==> config.mk <==
export PLATFORM = sky130hd
export DESIGN_NAME = button_debounce_flat
export DESIGN_NICKNAME = d
export VERILOG_FILES = /design/src/rtl/button_debounce_if.sv /design/src/rtl/button_debounce.sv /design/src/flat_wrapper.sv
export SDC_FILE = /design/constraint.sdc
export NUM_CORES = 1
export LEC_CHECK = 0
export CAP_MARGIN = 20
export CORE_MARGIN = 2
export CORE_UTILIZATION = 35
export CTS_BUF_LIST = sky130_fd_sc_hd__clkbuf_8
export DETAILED_ROUTE_END_ITERATION = 12
export DONT_BUFFER_PORTS = 1
export PLACE_DENSITY = 0.53
export SLEW_MARGIN = 30
export SYNTH_ARGS = -nofsm -noshare
export SYNTH_HDL_FRONTEND = slang
export SYNTH_SLANG_ARGS = --single-unit
==> constraint.sdc <==
create_clock -name hwclk -period 2 [get_ports hwclk]
set_input_delay 0.4 -clock hwclk [delete_from_list [all_inputs] [get_ports hwclk]]
set_output_delay 0.4 -clock hwclk [all_outputs]
set_load 0.02 [all_outputs]
==> src/rtl/button_debounce_if.sv <==
// Button debouncer signal bundle: raw active-low pin in, clean level and strobes out.
interface button_debounce_if;
    logic btn_n_in;
    logic pressed;
    logic press_pulse;
    logic release_pulse;
    logic hold_pulse;

    modport master (
        output btn_n_in,
        input  pressed,
        input  press_pulse,
        input  release_pulse,
        input  hold_pulse
    );

    modport slave (
        input  btn_n_in,
        output pressed,
        output press_pulse,
        output release_pulse,
        output hold_pulse
    );
endinterface

==> src/rtl/button_debounce.sv <==
// Synchronising counter-based debouncer for one active-low keypad column on hwclk.
// Define BUTTON_DEBOUNCE_HOLD_EN to build the long-press (hold_pulse) detector.
module button_debounce #(
    parameter int unsigned STABLE_CYCLES = 120000,
    parameter int unsigned CNT_WIDTH     = 17,
    parameter int unsigned HOLD_CYCLES   = 12000000,
    parameter int unsigned HOLD_WIDTH    = 24
) (
    input logic              hwclk,
    input logic              rst_n,
    button_debounce_if.slave bus
);

    localparam logic [1:0] RELEASED     = 2'd0;
    localparam logic [1:0] PRESS_WAIT   = 2'd1;
    localparam logic [1:0] PRESSED      = 2'd2;
    localparam logic [1:0] RELEASE_WAIT = 2'd3;

    localparam logic [CNT_WIDTH-1:0] CNT_LAST = CNT_WIDTH'(STABLE_CYCLES - 1);

    // Reject parameter sets the counters cannot represent.
    if ((STABLE_CYCLES < 2) || (CNT_WIDTH < 1) || (HOLD_CYCLES < 1) || (HOLD_WIDTH < 1) ||
        (64'(STABLE_CYCLES) > (64'd1 << CNT_WIDTH)) ||
        (64'(HOLD_CYCLES) > (64'd1 << HOLD_WIDTH))) begin : g_bad_cfg
        $error("button_debounce: illegal parameter combination");
    end

    logic                 sync_meta;
    logic                 sync;
    logic [1:0]           state;
    logic [1:0]           state_d;
    logic [CNT_WIDTH-1:0] cnt;
    logic [CNT_WIDTH-1:0] cnt_d;
    logic                 pressed_q;
    logic                 pressed_d;
    logic                 press_pulse_q;
    logic                 press_pulse_d;
    logic                 release_pulse_q;
    logic                 release_pulse_d;

    // Two-flop synchroniser, FSM state and registered outputs.
    always_ff @(posedge hwclk) begin
        if (!rst_n) begin
            sync_meta       <= 1'b1;
            sync            <= 1'b1;
            state           <= RELEASED;
            cnt             <= '0;
            pressed_q       <= 1'b0;
            press_pulse_q   <= 1'b0;
            release_pulse_q <= 1'b0;
        end else begin
            sync_meta       <= bus.btn_n_in;
            sync            <= sync_meta;
            state           <= state_d;
            cnt             <= cnt_d;
            pressed_q       <= pressed_d;
            press_pulse_q   <= press_pulse_d;
            release_pulse_q <= release_pulse_d;
        end
    end

    // Any opposite sample during a wait state drops back and restarts from zero.
    always_comb begin
        state_d         = state;
        cnt_d           = cnt;
        pressed_d       = pressed_q;
        press_pulse_d   = 1'b0;
        release_pulse_d = 1'b0;
        case (state)
            RELEASED: begin
                if (!sync) begin
                    state_d = PRESS_WAIT;
                    cnt_d   = CNT_WIDTH'(1);
                end else begin
                    cnt_d = '0;
                end
            end
            PRESS_WAIT: begin
                if (sync) begin
                    state_d = RELEASED;
                    cnt_d   = '0;
                end else if (cnt == CNT_LAST) begin
                    state_d       = PRESSED;
                    cnt_d         = '0;
                    pressed_d     = 1'b1;
                    press_pulse_d = 1'b1;
                end else begin
                    cnt_d = cnt + CNT_WIDTH'(1);
                end
            end
            PRESSED: begin
                if (sync) begin
                    state_d = RELEASE_WAIT;
                    cnt_d   = CNT_WIDTH'(1);
                end else begin
                    cnt_d = '0;
                end
            end
            RELEASE_WAIT: begin
                if (!sync) begin
                    state_d = PRESSED;
                    cnt_d   = '0;
                end else if (cnt == CNT_LAST) begin
                    state_d         = RELEASED;
                    cnt_d           = '0;
                    pressed_d       = 1'b0;
                    release_pulse_d = 1'b1;
                end else begin
                    cnt_d = cnt + CNT_WIDTH'(1);
                end
            end
            default: begin
                state_d = RELEASED;
                cnt_d   = '0;
            end
        endcase
    end

    assign bus.pressed       = pressed_q;
    assign bus.press_pulse   = press_pulse_q;
    assign bus.release_pulse = release_pulse_q;

`ifdef BUTTON_DEBOUNCE_HOLD_EN
    localparam logic [HOLD_WIDTH-1:0] HOLD_LAST = HOLD_WIDTH'(HOLD_CYCLES - 1);

    logic [HOLD_WIDTH-1:0] hold_cnt;
    logic [HOLD_WIDTH-1:0] hold_cnt_d;
    logic                  hold_done;
    logic                  hold_done_d;
    logic                  hold_pulse_q;
    logic                  hold_pulse_d;

    always_ff @(posedge hwclk) begin
        if (!rst_n) begin
            hold_cnt     <= '0;
            hold_done    <= 1'b0;
            hold_pulse_q <= 1'b0;
        end else begin
            hold_cnt     <= hold_cnt_d;
            hold_done    <= hold_done_d;
            hold_pulse_q <= hold_pulse_d;
        end
    end

    // Timer restarts only on an accepted press, so release bounces never re-arm it.
    always_comb begin
        hold_cnt_d   = hold_cnt;
        hold_done_d  = hold_done;
        hold_pulse_d = 1'b0;
        if ((state == PRESSED) || (state == RELEASE_WAIT)) begin
            if (hold_cnt == HOLD_LAST) begin
                if (!hold_done) begin
                    hold_pulse_d = 1'b1;
                    hold_done_d  = 1'b1;
                end
            end else begin
                hold_cnt_d = hold_cnt + HOLD_WIDTH'(1);
            end
        end
        if (((state == PRESS_WAIT) && (state_d == PRESSED)) ||
            ((state == RELEASE_WAIT) && (state_d == RELEASED))) begin
            hold_cnt_d  = '0;
            hold_done_d = 1'b0;
        end
    end

    assign bus.hold_pulse = hold_pulse_q;
`else
    assign bus.hold_pulse = 1'b0;
`endif

endmodule
==> src/flat_wrapper.sv <==
// flat-port wrapper written by rule: the top's interface ports become plain ports
module button_debounce_flat 
#(
    parameter int unsigned STABLE_CYCLES = 120000,
    parameter int unsigned CNT_WIDTH     = 17,
    parameter int unsigned HOLD_CYCLES   = 12000000,
    parameter int unsigned HOLD_WIDTH    = 24
)
  (hwclk, rst_n, bus_btn_n_in, bus_pressed, bus_press_pulse, bus_release_pulse, bus_hold_pulse);
  button_debounce_if bus_i ();
  input logic hwclk;
  input logic rst_n;
  input wire logic [$bits(bus_i.btn_n_in)-1:0] bus_btn_n_in;
  output wire logic [$bits(bus_i.pressed)-1:0] bus_pressed;
  output wire logic [$bits(bus_i.press_pulse)-1:0] bus_press_pulse;
  output wire logic [$bits(bus_i.release_pulse)-1:0] bus_release_pulse;
  output wire logic [$bits(bus_i.hold_pulse)-1:0] bus_hold_pulse;
  assign bus_i.btn_n_in = bus_btn_n_in;
  assign bus_pressed = bus_i.pressed;
  assign bus_press_pulse = bus_i.press_pulse;
  assign bus_release_pulse = bus_i.release_pulse;
  assign bus_hold_pulse = bus_i.hold_pulse;
  button_debounce #(.STABLE_CYCLES(STABLE_CYCLES), .CNT_WIDTH(CNT_WIDTH), .HOLD_CYCLES(HOLD_CYCLES), .HOLD_WIDTH(HOLD_WIDTH)) u_core (.hwclk(hwclk), .rst_n(rst_n), .bus(bus_i));
endmodule
# Word-level counts from Yosys, hierarchy flattened
# Cells that the tools add are included.
# totals
reg_bits	24
inputBits	3
word_cells	47
# op_classes
n_addsub	1
eq_ne	12
n_mux	19
bitwise_logic	2
n_reduce_logical	6
# op_table
op	count
$pmux 17 s4	1
$mux 17	3
$add 17x1->17 const B	1
$eq 17x17->1 const B	1
$mux 2	6
$ne 2x1->1 const B	4
$pmux 2 s4	1
$mux 1	7
$reduce_and 5->1	1
$eq 2x2->1 const B	2
$ne 2x2->1 const B	2
$reduce_and 4->1	1
$ne 3x1->1 const B	1
$ne 3x3->1 const B	1
$reduce_and 3->1	1
$reduce_or 3->1	1
$eq 2x1->1 const B	1
$logic_not 2->1	1
$not 1->1	2
$pmux 1 s2	1
$reduce_bool 2->1	1

# Logic depth before layout (Yosys ltp)
# Gate-level depths: netlist (run 1).
# logic_depth
word_depth	4
mapped_depth	6
mapped_depth_nobuf	5

# Worst setup path before layout (run 1)
# Ideal clock, no wire load.
# synth_timing
path_kind	flip-flop to flip-flop
from	register u_core.cnt[9]
to	register u_core.cnt[14]
setup_time_ns	0.115
arrival_time_ns	1.762
required_time_ns	1.885
path_slack_ns	0.124
path_stages_with_launch	6
path_buffers	1
period_less_slack_ns	1.876
cell_sequence	dfxtp_1 -> or4b_1 -> or4_4 -> o2111ai_4 -> buf_6 -> nor2_1
# synth_between
elab_chain_cells	4
# synth_rtl
element	line_no	source
start, declared	button_debounce.sv:32	logic [CNT_WIDTH-1:0] cnt;
start signal, assigned	button_debounce.sv:55	cnt <= cnt_d;
$add 17x1->17 / $eq 17x17->1 (equally long branches)	-	
$mux 17 *	button_debounce.sv:82, button_debounce.sv:103	
$mux 17, on equally long branches	button_debounce.sv:100, button_debounce.sv:79	
$pmux 17 s4 *	button_debounce.sv:69	case (state)
# Every way passes the cells marked *; elsewhere a longest branch is shown, timed or not.
# A chain may end at the register's enable or synchronous reset.

# Worst setup path after layout (run 1)
# layout_timing
from	register u_core.cnt[11]
to	register u_core.cnt[13]
# The elaborated chain is that of the path after synthesis.

==> results of run 1 <==
[state kept, by name (all words and copies together) (netlist names), named ones only]
name,flops
u_core.cnt,17
u_core.state,1
u_core.sync,1
u_core.bus.press_pulse,1
u_core.bus.pressed,1
u_core.sync_meta,1
u_core.bus.release_pulse,1
[cell usage after synthesis, drive strengths merged]
cell	instances	area, um2
buf	2	18.8
xor2	4	35.0
nand2b	3	18.8
a311o	1	10.0
ha	1	12.5
or4	1	11.3
nor2	15	56.3
nand4	7	43.8
clkbuf	2	7.51
or4b	1	10.0
nand2	12	45.0
and4	2	18.8
o21ai	4	20.0
and4bb	1	12.5
a21oi	6	30.0
nor3	4	20.0
or2b	1	7.51
xnor2	8	70.1
nand3	3	15.0
o21bai	1	7.51
o2111ai	1	26.3
a211oi	2	15.0
and2	1	6.26
dfxtp	24	480
conb	1	3.75
inv	4	15.0
nor4b	1	8.76
and3	3	20.0
nor4	5	31.3
or3	4	25.0
[through the flow]
| stage | power (W) | hold WS (ns) | util, % | std cells | setup WS [ns] |
|---|---|---|---|---|---|
| after floorplan | 0.000518 | 0.386 | - | 125 | 0.124 |
| after global placement | 0.000519 | 0.390 | 39.8 | 173 | 0.159 |
| after detailed placement | 0.000520 | 0.411 | 39.8 | 173 | 0.110 |
| after CTS | 0.000853 | 0.198 | 41.6 | 177 | 0.0916 |
| after global routing | 0.000866 | 0.195 | 41.6 | 177 | 0.0211 |
| final | 0.000835 | 0.206 | 41.6 | 177 | 0.0978 |
[cell type report]
class,count,area [um2],share of cell area [%]
Tap cell,44,55.1,4.37
Multi-Input combinational cell,93,581,46.1
Sequential cell,24,480,38.2
Clock buffer,4,55.1,4.37
Inverter,4,15.0,1.19
Timing Repair Buffer,8,72.6,5.77
[cell families after synthesis]
| kind of cell | after synthesis |
|---|---|
| DFF | 24 |
| AOI/OAI and AO/OA | 15 |
| and+or+nand+nor | 64 |
| xor gates and xnor gates | 12 |
| buffers and inverters | 8 |
| other | 1 |
| adders and majority gates | 1 |
[where the power goes]
group	switching (W)	total, W	internal, W	leakage (nW)
combinational	0.00000734	0.0000142	0.00000686	0.159
clock	0.000151	0.000326	0.000176	0.0288
sequential	0.0000102	0.000494	0.000484	0.194
total	0.000168	0.000835	0.000666	0.382
[metal layers]
metal / wire length, um / vias to the layer above
met4: 8 / 0
met5: 0 / -
met2: 983 / 21
met3: 102 / 2
met1: 1050 / 421
li1: - / 456
[how the worst min path moves through the flow]
stage,slack [ns],end,start
after global routing,0.20,u_core.sync_meta,rst_n
after global placement,0.39,u_core.sync,u_core.sync_meta
final,0.21,u_core.sync_meta,rst_n
after CTS,0.20,u_core.sync_meta,rst_n
after detailed placement,0.41,u_core.sync,u_core.sync_meta
after floorplan,0.39,u_core.sync,u_core.sync_meta
==> out/qor.txt, run 1 <==
Final Wtd Congestion: 0.729
Antenna Diode Count: 0
post-synthesis register bit count: 24
crit-path leading delay family: simple AND/OR/NAND/NOR gates
Hold Path Class: input pin to register
Final Critical Period: 1.90 ns
dominant combinational cell family by area after synthesis: simple AND/OR/NAND/NOR gates
wire length of the first global-routing pass: 3650 um
xor and xnor fraction of the mapped netlist area: 9.53%
met2 track utilization from global routing: 19.3%
Post-CTS Setup Repair Bufs: 0
outcome: finished clean
Root Buffer: clkbuf_8
cells resized by post-CTS repair: 0
ANT nets after route: 0
worst hold path depth: 1
number of global-route vias before repair: 804
number of top-level pins: 7
die area: 3610 um2
count of max-cap constraint violations: 0
library cells used by synthesis: 33
overall via count from detail_route: 900
clock sink total: 24
slowest cell delay on critical path: 0.50 ns
Die Wd: 60.1 um
Detailed Place HPWL: 1630 um
power density cells: 663 nW/um2
data arrival at the endpoint of the critical path: 2.06 ns
cts-stage hold buffer count: 0
antenna violations before repair: 0
mean instance size in the synthesized netlist: 8.82 um2
WS Path Type: register to register
global-route congestion overflow total: 0
count of H-tree levels built during CTS: 1
Critical R2R Launch: u_core.cnt[11]
remaining design rule violation count: 0
number of standard-cell rows in the floorplan: 20
most crowded layer after global routing: met1
number of nets at the end of the flow: 138
quantity of I/O buffers inserted on ports: 0
Pleak: 0.382 nW
Initial Util: 36.4%
share of layout cells above drive strength 1: 12.8%
Clock Latency Late Sink: 0.27 ns
post-synthesis compound-gate area fraction: 9.88%
Clock Path Buffers: 2
end point of the critical path: u_core.cnt[13]
worst reg-to-reg path cell count: 5
post-DR wirelength/cell: 12.1 um
per-cell via count in the routed design: 5.08
Area growth, synth to finish: 14.2%
critical path depth: 5
Reg2Reg Setup Slack: 0.1 ns
share of the clock period used by the worst path: 95.1%
startpoint kind of the worst setup timing path: register
clk_skew: 0.00696 ns
total wire length after detailed routing: 2150 um
Slew Viols, Final: 0
CTS clock-pin slew for the worst setup and hold paths: 0.09 ns
final hold violations: 0
most common cell after layout, fill and taps aside: dfxtp_1
post-synthesis net count: 129
Syn Inst Count: 125
peak clock frequency supported by timing: 0.526 GHz
area of the core region: 3030 um2
required time worst endpoint: 2.16 ns
number of warnings printed during yosys synthesis: 0
part of the Yosys area used for sequential elements: 43.6%
Critical Path Sink Type: register
Adder-Cell Fraction of Synth Area: 1.14%
Max stage delay cell, worst path: or4b_1
placed instance area: 1200 um2
fill cell count: 289
peak fanout along the critical path: 16
critical path cell sequence: or4b_1 -> or4_4 -> o2111ai_4 -> buf_12 -> a21oi_1
pin count of the biggest net entering global routing: 17
Netlist Area Pre-Place: 1100 um2
capturing point of the worst reg2reg path: u_core.cnt[13]
first element of the critical path: u_core.cnt[11]
CTS tree: built
met1 routing resource usage after global routing: 19.3%
setup repair after global routing missed its margin: false
Worst VDD drop: 0.000418 V
combined buffer and inverter count along the critical path: 1
final setup fails: 0
commonest non-fill, non-tap cells in the layout: dfxtp_1, nor2_1, nand2_1
count of TritonRoute iterations in the first routing pass: 4
DRC marker count from the first detailed-route iteration: 34
fraction of the mapped netlist area in simple logic gates: 31.8%
met3 usage in global routing: 5.19%
Total Negative Setup Slacks: 0 ns
GRT Util Overall: 13.5%
DIE HEIGHT: 60.1 um
Finished Cell Area: 1260 um2
number of buffers created by CTS: 3
multiplexer share of the synthesized area: 0%
No activity file was read; power rests on OpenSTA's default activity.
==> run 2, diff against run 1 <==
Settings changed: ABC_AREA from default to 1.
==> run 2 against run 1 <==
Worst hold slack gained 0.031 ns. Clock power is 14% lower. Final area barely moved. Die area rose by 6.6%. Sequential share of layout area is essentially flat. Maximum frequency increased by 28%. Critical path type unchanged. Largest cell class unchanged.
==> out/qor.txt, run 2 <==
cells resized by post-CTS repair: 0 (unchanged)
count of max-cap constraint violations: 0 (unchanged)
number of nets at the end of the flow: 181 (was 138)
startpoint kind of the worst setup timing path: register (unchanged)
final hold violations: 0 (unchanged)
peak fanout along the critical path: 14 (was 16)
Root Buffer: clkbuf_8 (unchanged)
number of warnings printed during yosys synthesis: 0 (unchanged)
CTS clock-pin slew for the worst setup and hold paths: 0.08 ns (was 0.09 ns)
critical path cell sequence: ha_1 -> nand3_1 -> nor2_2 -> nand3_1 -> nand2_2 -> inv_2 -> nand2_4 -> nor3_1 (was or4b_1 -> or4_4 -> o2111ai_4 -> buf_12 -> a21oi_1)
DRC marker count from the first detailed-route iteration: 49 (was 34)
clock sink total: 24 (unchanged)
GRT Util Overall: 13.9% (was 13.5%)
area of the core region: 3280 um2 (was 3030 um2)
pin count of the biggest net entering global routing: 15 (was 17)
Syn Inst Count: 174 (was 125)
share of layout cells above drive strength 1: 9.14% (was 12.8%)
Hold Path Class: input pin to register (unchanged)
CTS tree: built (unchanged)
global-route congestion overflow total: 0 (unchanged)
dominant cell by count in the synthesized netlist: nand2_1 (was dfxtp_1)
overall via count from detail_route: 1,004 (was 900)
Antenna Diode Count: 0 (unchanged)
Worst VDD drop: 0.000315 V (was 0.000418 V)
Final Critical Period: 1.49 ns (was 1.90 ns)
most common cell after layout, fill and taps aside: nand2_1 (was dfxtp_1)
Primary FF master, synth: dfxtp_1 (unchanged)
Power Total: 0.000791 W (was 0.000835 W)
cell seen most often among critical-path stages: nand3_1
Detailed Place HPWL: 1790 um (was 1630 um)
antenna violations before repair: 0 (unchanged)
quantity of I/O buffers inserted on ports: 0 (unchanged)
Clock Path Buffers: 2 (unchanged)
Die Wd: 62.1 um (was 60.1 um)
peak clock frequency supported by timing: 0.671 GHz (was 0.526 GHz)
power density cells: 628 nW/um2 (was 663 nW/um2)
number of buffers created by CTS: 3 (unchanged)
die area: 3850 um2 (was 3610 um2)
wire length of the first global-routing pass: 3890 um (was 3650 um)
DIE HEIGHT: 62.1 um (was 60.1 um)
Critical Path Sink Type: register (unchanged)
share of the clock period used by the worst path: 74.6% (was 95.1%)
Pleak: 0.473 nW (was 0.382 nW)
WS Path Type: register to register (unchanged)
count of H-tree levels built during CTS: 1 (unchanged)
register with the most flip-flops: u_core.cnt (unchanged)
library cells used by synthesis: 23 (was 33)
Max stage delay cell, worst path: dfxtp_1 (was or4b_1)
post-synthesis net count: 178 (was 129)
number of top-level pins: 7 (unchanged)
ANT nets after route: 0 (unchanged)
worst slack on hold paths: 0.237 ns (was 0.206 ns)
Clock Latency Late Sink: 0.26 ns (was 0.27 ns)
Slew Viols, Final: 0 (unchanged)
commonest non-fill, non-tap cells in the layout: nand2_1, nor2_1, dfxtp_1 (was dfxtp_1, nor2_1, nand2_1)
biggest area contributors in the synthesized netlist: dfxtp_1, nand2_1, nor2_1, inv_1, nand3_1 (was dfxtp_1, xnor2_1, nor2_1, nand2_1, nand4_1)
share of synthesized flip-flops with an asynchronous set or reset: 0% (unchanged)
Reg2Reg Setup Slack: 0.51 ns (was 0.1 ns)
remaining design rule violation count: 0 (unchanged)
slowest cell delay on critical path: 0.35 ns (was 0.50 ns)
total wire length after detailed routing: 2300 um (was 2150 um)
Initial Util: 35.9% (was 36.4%)
per-cell via count in the routed design: 4.54 (was 5.08)
flip-flop count of the largest register, all copies and words added: 17 (unchanged)
cts-stage hold buffer count: 0 (unchanged)
setup repair after global routing missed its margin: false (unchanged)
Netlist Area Pre-Place: 1180 um2 (was 1100 um2)
outcome: finished clean (unchanged)
number of global-route vias before repair: 883 (was 804)
final setup fails: 0 (unchanged)
part of the Yosys area used for sequential elements: 40.7% (was 43.6%)
data arrival at the endpoint of the critical path: 1.65 ns (was 2.06 ns)
number of standard-cell rows in the floorplan: 21 (was 20)
post-DR wirelength/cell: 10.4 um (was 12.1 um)
library cell with the largest summed area after synthesis: dfxtp_1 (unchanged)
mean instance size in the synthesized netlist: 6.78 um2 (was 8.82 um2)
Area growth, synth to finish: 6.79% (was 14.2%)
most common library cells after synthesis: nand2_1, nor2_1, dfxtp_1 (was dfxtp_1, nor2_1, nand2_1)
Total Negative Setup Slacks: 0 ns (unchanged)
required time worst endpoint: 2.16 ns (about the same)
clk_skew: 0.00459 ns (was 0.00696 ns)
number of synthesized flops with an enable pin: 0 (unchanged)
post-synth top area share: 40.7% (was 43.6%)
count of TritonRoute iterations in the first routing pass: 4 (unchanged)
Final Wtd Congestion: 0.825 (was 0.729)
post-synthesis register bit count: 24 (unchanged)
Post-CTS Setup Repair Bufs: 0 (unchanged)
==> run 2: changes by cell type after synthesis, moves of 4 or more <==
| cell | before | now |
|---|---|---|
| inv_1 | 4 | 23 |
| nand2_1 | 12 | 41 |
| nand3_1 | 3 | 8 |
| nor2_1 | 15 | 33 |
| nor2_2 | 0 | 5 |
| nor4_1 | 5 | 1 |
| or3_1 | 4 | 0 |
| xnor2_1 | 8 | 2 |
==> run 2: path summary, 6_finish.rpt <==
| kind | start | end | cells past startpoint |
|---|---|---|---|
| max | u_core.cnt[0] | u_core.cnt[2] | 8 |
| min | bus_btn_n_in | u_core.sync_meta | 1 |
| max reg2reg | u_core.cnt[0] | u_core.cnt[2] | 8 |
| min reg2reg | u_core.sync_meta | u_core.sync | 1 |
==> run 2: area by class of cell <==
class,count,area (um2)
Clock buffer,3,41.3
Sequential cell,24,480
Inverter,24,90.1
Multi-Input combinational cell,124,591
Tap cell,46,57.6
Fill cell,348,2020
==> run 2: through the flow <==
stage                     util, %  instance area, um2  instances  worst slack, ns
after global routing         38.4                1260        221            0.315
final                        38.4                1260        221            0.509
after floorplan                 -                1180        174            0.653
after CTS                    38.4                1260        221            0.496
after detailed placement     37.1                1220        218            0.515
after global placement       37.1                1220        218            0.601
==> run 2: worst max-delay path: cells and delay by family, from the launching register on <==
| family | cells | cell delay (ns) |
|---|---|---|
| fa+ha+maj | 1 | 0.19 |
| buf+inv | 1 | 0.06 |
| flops | 1 | 0.35 |
| simple gates | 6 | 0.79 |
==> run 2: where the power goes <==
| group | internal [W] | switching (W) | leakage, nW | total [W] |
|---|---|---|---|---|
| registers | 0.000483 | 0.00000457 | 0.194 | 0.000488 |
| clock network | 0.000135 | 0.000146 | 0.0216 | 0.000281 |
| logic | 0.00000767 | 0.0000153 | 0.257 | 0.0000230 |
| total | 0.000626 | 0.000166 | 0.473 | 0.000791 |
==> run 2: cell families after synthesis <==
kind of cell	synth area share, %
adders and majority gates	1.06
buffers and inverters	9.23
AOI/OAI and AO/OA	4.24
xor gates and xnor gates	3.71
and+or+nand+nor	40.7
DFF	40.7
other	0.318
==> run 2: routing by layer <==
metal | global-route usage, % | vias up | wire [um]
met5 | 0 | - | 0
met4 | 4.56 | 0 | 29
met3 | 3.73 | 4 | 101
met2 | 21.7 | 14 | 1020
met1 | 18.6 | 446 | 1150
li1 | - | 540 | -
==> run 3, diff against run 2 <==
Settings changed: ABC_AREA 1 to 0, PLACE_DENSITY 0.53 to 0.55.
Clock period 2 ns to 1.3 ns, I/O delays scaled along.
==> run 3 against run 2 <==
Setup slack got worse by 1.1 ns. Flip-flop and latch count is the same. Worst hold slack got worse by 0.17 ns. Final cell count down 10%. Critical path depth down 3. Global-route usage increased by 0.17 points. The run now ends with setup timing left. Count of clock-buffer cells in the layout increased by 1. Register-to-register slack got worse by 1.1 ns.
==> out/qor.txt, run 3 (same netlist as run 1, synthesis figures left out) <==
outcome: finished, violations left (was finished clean)
violations in the final reports: setup timing
GRT Util Overall: 14.1% (was 13.9%)
DRC marker count from the first detailed-route iteration: 41 (was 49)
fill cell count: 306 (was 348)
count of H-tree levels built during CTS: 1 (unchanged)
number of buffers created by CTS: 3 (unchanged)
Clock Path Buffers: 2 (unchanged)
data arrival at the endpoint of the critical path: 2.02 ns (was 1.65 ns)
placed instance area: 1360 um2 (was 1220 um2)
peak clock frequency supported by timing: 0.533 GHz (was 0.671 GHz)
Slew Viols, Final: 0 (unchanged)
share of layout cells above drive strength 1: 31.0% (was 9.14%)
pin count of the biggest net entering global routing: 17 (was 15)
clk_skew: 0.00196 ns (was 0.00459 ns)
Finished Cell Area: 1490 um2 (was 1260 um2)
Internal Pwr Total: 0.00103 W (was 0.000626 W)
remaining design rule violation count: 0 (unchanged)
Final Wtd Congestion: 0.794 (was 0.825)
Initial Util: 36.4% (was 35.9%)
Area growth, synth to finish: 34.8% (was 6.79%)
wire length of the first global-routing pass: 3850 um (was 3890 um)
most common cell after layout, fill and taps aside: buf_4 (was nand2_1)
Detailed Place HPWL: 1760 um (was 1790 um)
worst setup slack after layout: -0.575 ns (was 0.509 ns)
final setup fails: 21 (was 0)
Final Critical Period: 1.88 ns (was 1.49 ns)
number of global-route vias before repair: 915 (was 883)
switching power total: 0.000247 W (was 0.000166 W)
Clock Latency Late Sink: 0.26 ns (about the same)
commonest non-fill, non-tap cells in the layout: buf_4, dfxtp_1, nor2_1 (was nand2_1, nor2_1, dfxtp_1)
Power Total: 0.00127 W (was 0.000791 W)
WS Path Type: register to register (unchanged)
Hold Path Class: input pin to register (unchanged)
sequential group share of total power: 59.5% (was 61.6%)
setup repair after global routing missed its margin: true (was false)
required time worst endpoint: 1.45 ns (was 2.16 ns)
post-DR wirelength/cell: 11.5 um (was 10.4 um)
area of the core region: 3030 um2 (was 3280 um2)
setup slack after placement: -0.571 ns (was 0.515 ns)
final hold violations: 0 (unchanged)
total wire length after detailed routing: 2300 um (about the same)
number of standard cells in the final layout excluding fillers: 199 (was 221)
number of top-level pins: 7 (unchanged)
startpoint kind of the worst setup timing path: register (unchanged)
die area: 3610 um2 (was 3850 um2)
number of standard-cell rows in the floorplan: 20 (was 21)
worst reg-to-reg path cell count: 5 (was 8)
quantity of I/O buffers inserted on ports: 0 (unchanged)
ANT nets after route: 0 (unchanged)
clock power share: 38.4% (was 35.5%)
Critical Path Sink Type: register (unchanged)
power density cells: 856 nW/um2 (was 628 nW/um2)
number of instances in the placed design: 194 (was 218)
clock sink total: 24 (unchanged)
DIE HEIGHT: 60.1 um (was 62.1 um)
proportion of total power due to net switching: 19.4% (was 20.9%)
count of TritonRoute iterations in the first routing pass: 3 (was 4)
count of max-cap constraint violations: 0 (unchanged)
register with the most flip-flops: u_core.cnt (unchanged)
CTS clock-pin slew for the worst setup and hold paths: 0.08 ns (about the same)
CTS tree: built (unchanged)
overall via count from detail_route: 969 (was 1,004)
peak fanout along the critical path: 16 (was 14)
antenna violations before repair: 0 (unchanged)
flip-flop count of the largest register, all copies and words added: 17 (unchanged)
share of the clock period used by the worst path: 144% (was 74.6%)
part of the total power dissipated in combinational logic: 2.0% (was 2.9%)
Die Wd: 60.1 um (was 62.1 um)
Worst VDD drop: 0.000677 V (was 0.000315 V)
Total Negative Setup Slacks: -10.56 ns (was 0 ns)
Root Buffer: clkbuf_8 (unchanged)
Antenna Diode Count: 0 (unchanged)
per-cell via count in the routed design: 4.87 (was 4.54)
number of nets at the end of the flow: 160 (was 181)
global-route congestion overflow total: 0 (unchanged)
worst hold path depth: 1 (unchanged)
Pleak: 0.505 nW (was 0.473 nW)
run 3: cell count changes in the layout (fill, tap and decap cells not counted), moves of 4 or more:
cell     previous run  this run
buf_4               0        27
inv_1              23         4
nand2_1            41        12
nand3_1             8         2
nor2_1             33        14
nor2_2              5         0
or3_1               0         4
xnor2_1             2         8
run 3: repair_timing:
action | 4_1_cts | 5_1_grt
hold buffers | 0 | 0
endpoints found under the setup margin | 22 | 22
pin swaps | 4 | 8
resized for setup | 11 | 3
setup buffers | 0 | 1
run 3: layout make-up:
class	instances	area [um2]	area share, %
multi-input cells	93	629	42.3
flip-flops and latches	24	487	32.7
repair buffers	30	245	16.5
clock buffers	4	55.1	3.70
well taps	44	55.1	3.70
inverters	4	15.0	1.01
run 3: path summary, 6_finish.rpt:
kind	from	end	slack, ns
worst max-delay path	u_core.cnt[9]	u_core.cnt[15]	-0.58
worst min-delay path	rst_n	u_core.sync	0.07
worst max register to register	u_core.cnt[9]	u_core.cnt[15]	-0.58
worst min register to register	u_core.sync_meta	u_core.sync	0.41
run 3: stage by stage:
stage | hold slack, ns | utilization [%]
after floorplan | 0.333 | -
after global placement | 0.334 | 45.0
after detailed placement | 0.342 | 45.0
after CTS | 0.0654 | 48.4
after global routing | 0.0613 | 49.1
final | 0.0714 | 49.1
run 3: routing by layer:
layer  GRT usage, %  wire [um]
met5              0          0
met1           18.7       1150
met2           23.3       1100
met4           1.90         10
met3           3.90         45
run 3: worst max-delay path, cell delays in order (launching register included):
cell and delay, ns:
dfxtp_2 0.32, or4b_4 0.53, or4_4 0.47, o2111ai_4 0.22
buf_12 0.17, a21oi_1 0.05
run 3: power groups by stage:
stage	combinational (W)	sequential, W	clock (W)
detailed placement	0.0000254	0.000776	0
CTS	0.0000260	0.000759	0.000515
floorplan	0.0000212	0.000776	0
global route	0.0000288	0.000759	0.000545
finish	0.0000260	0.000757	0.000489
global placement	0.0000248	0.000776	0
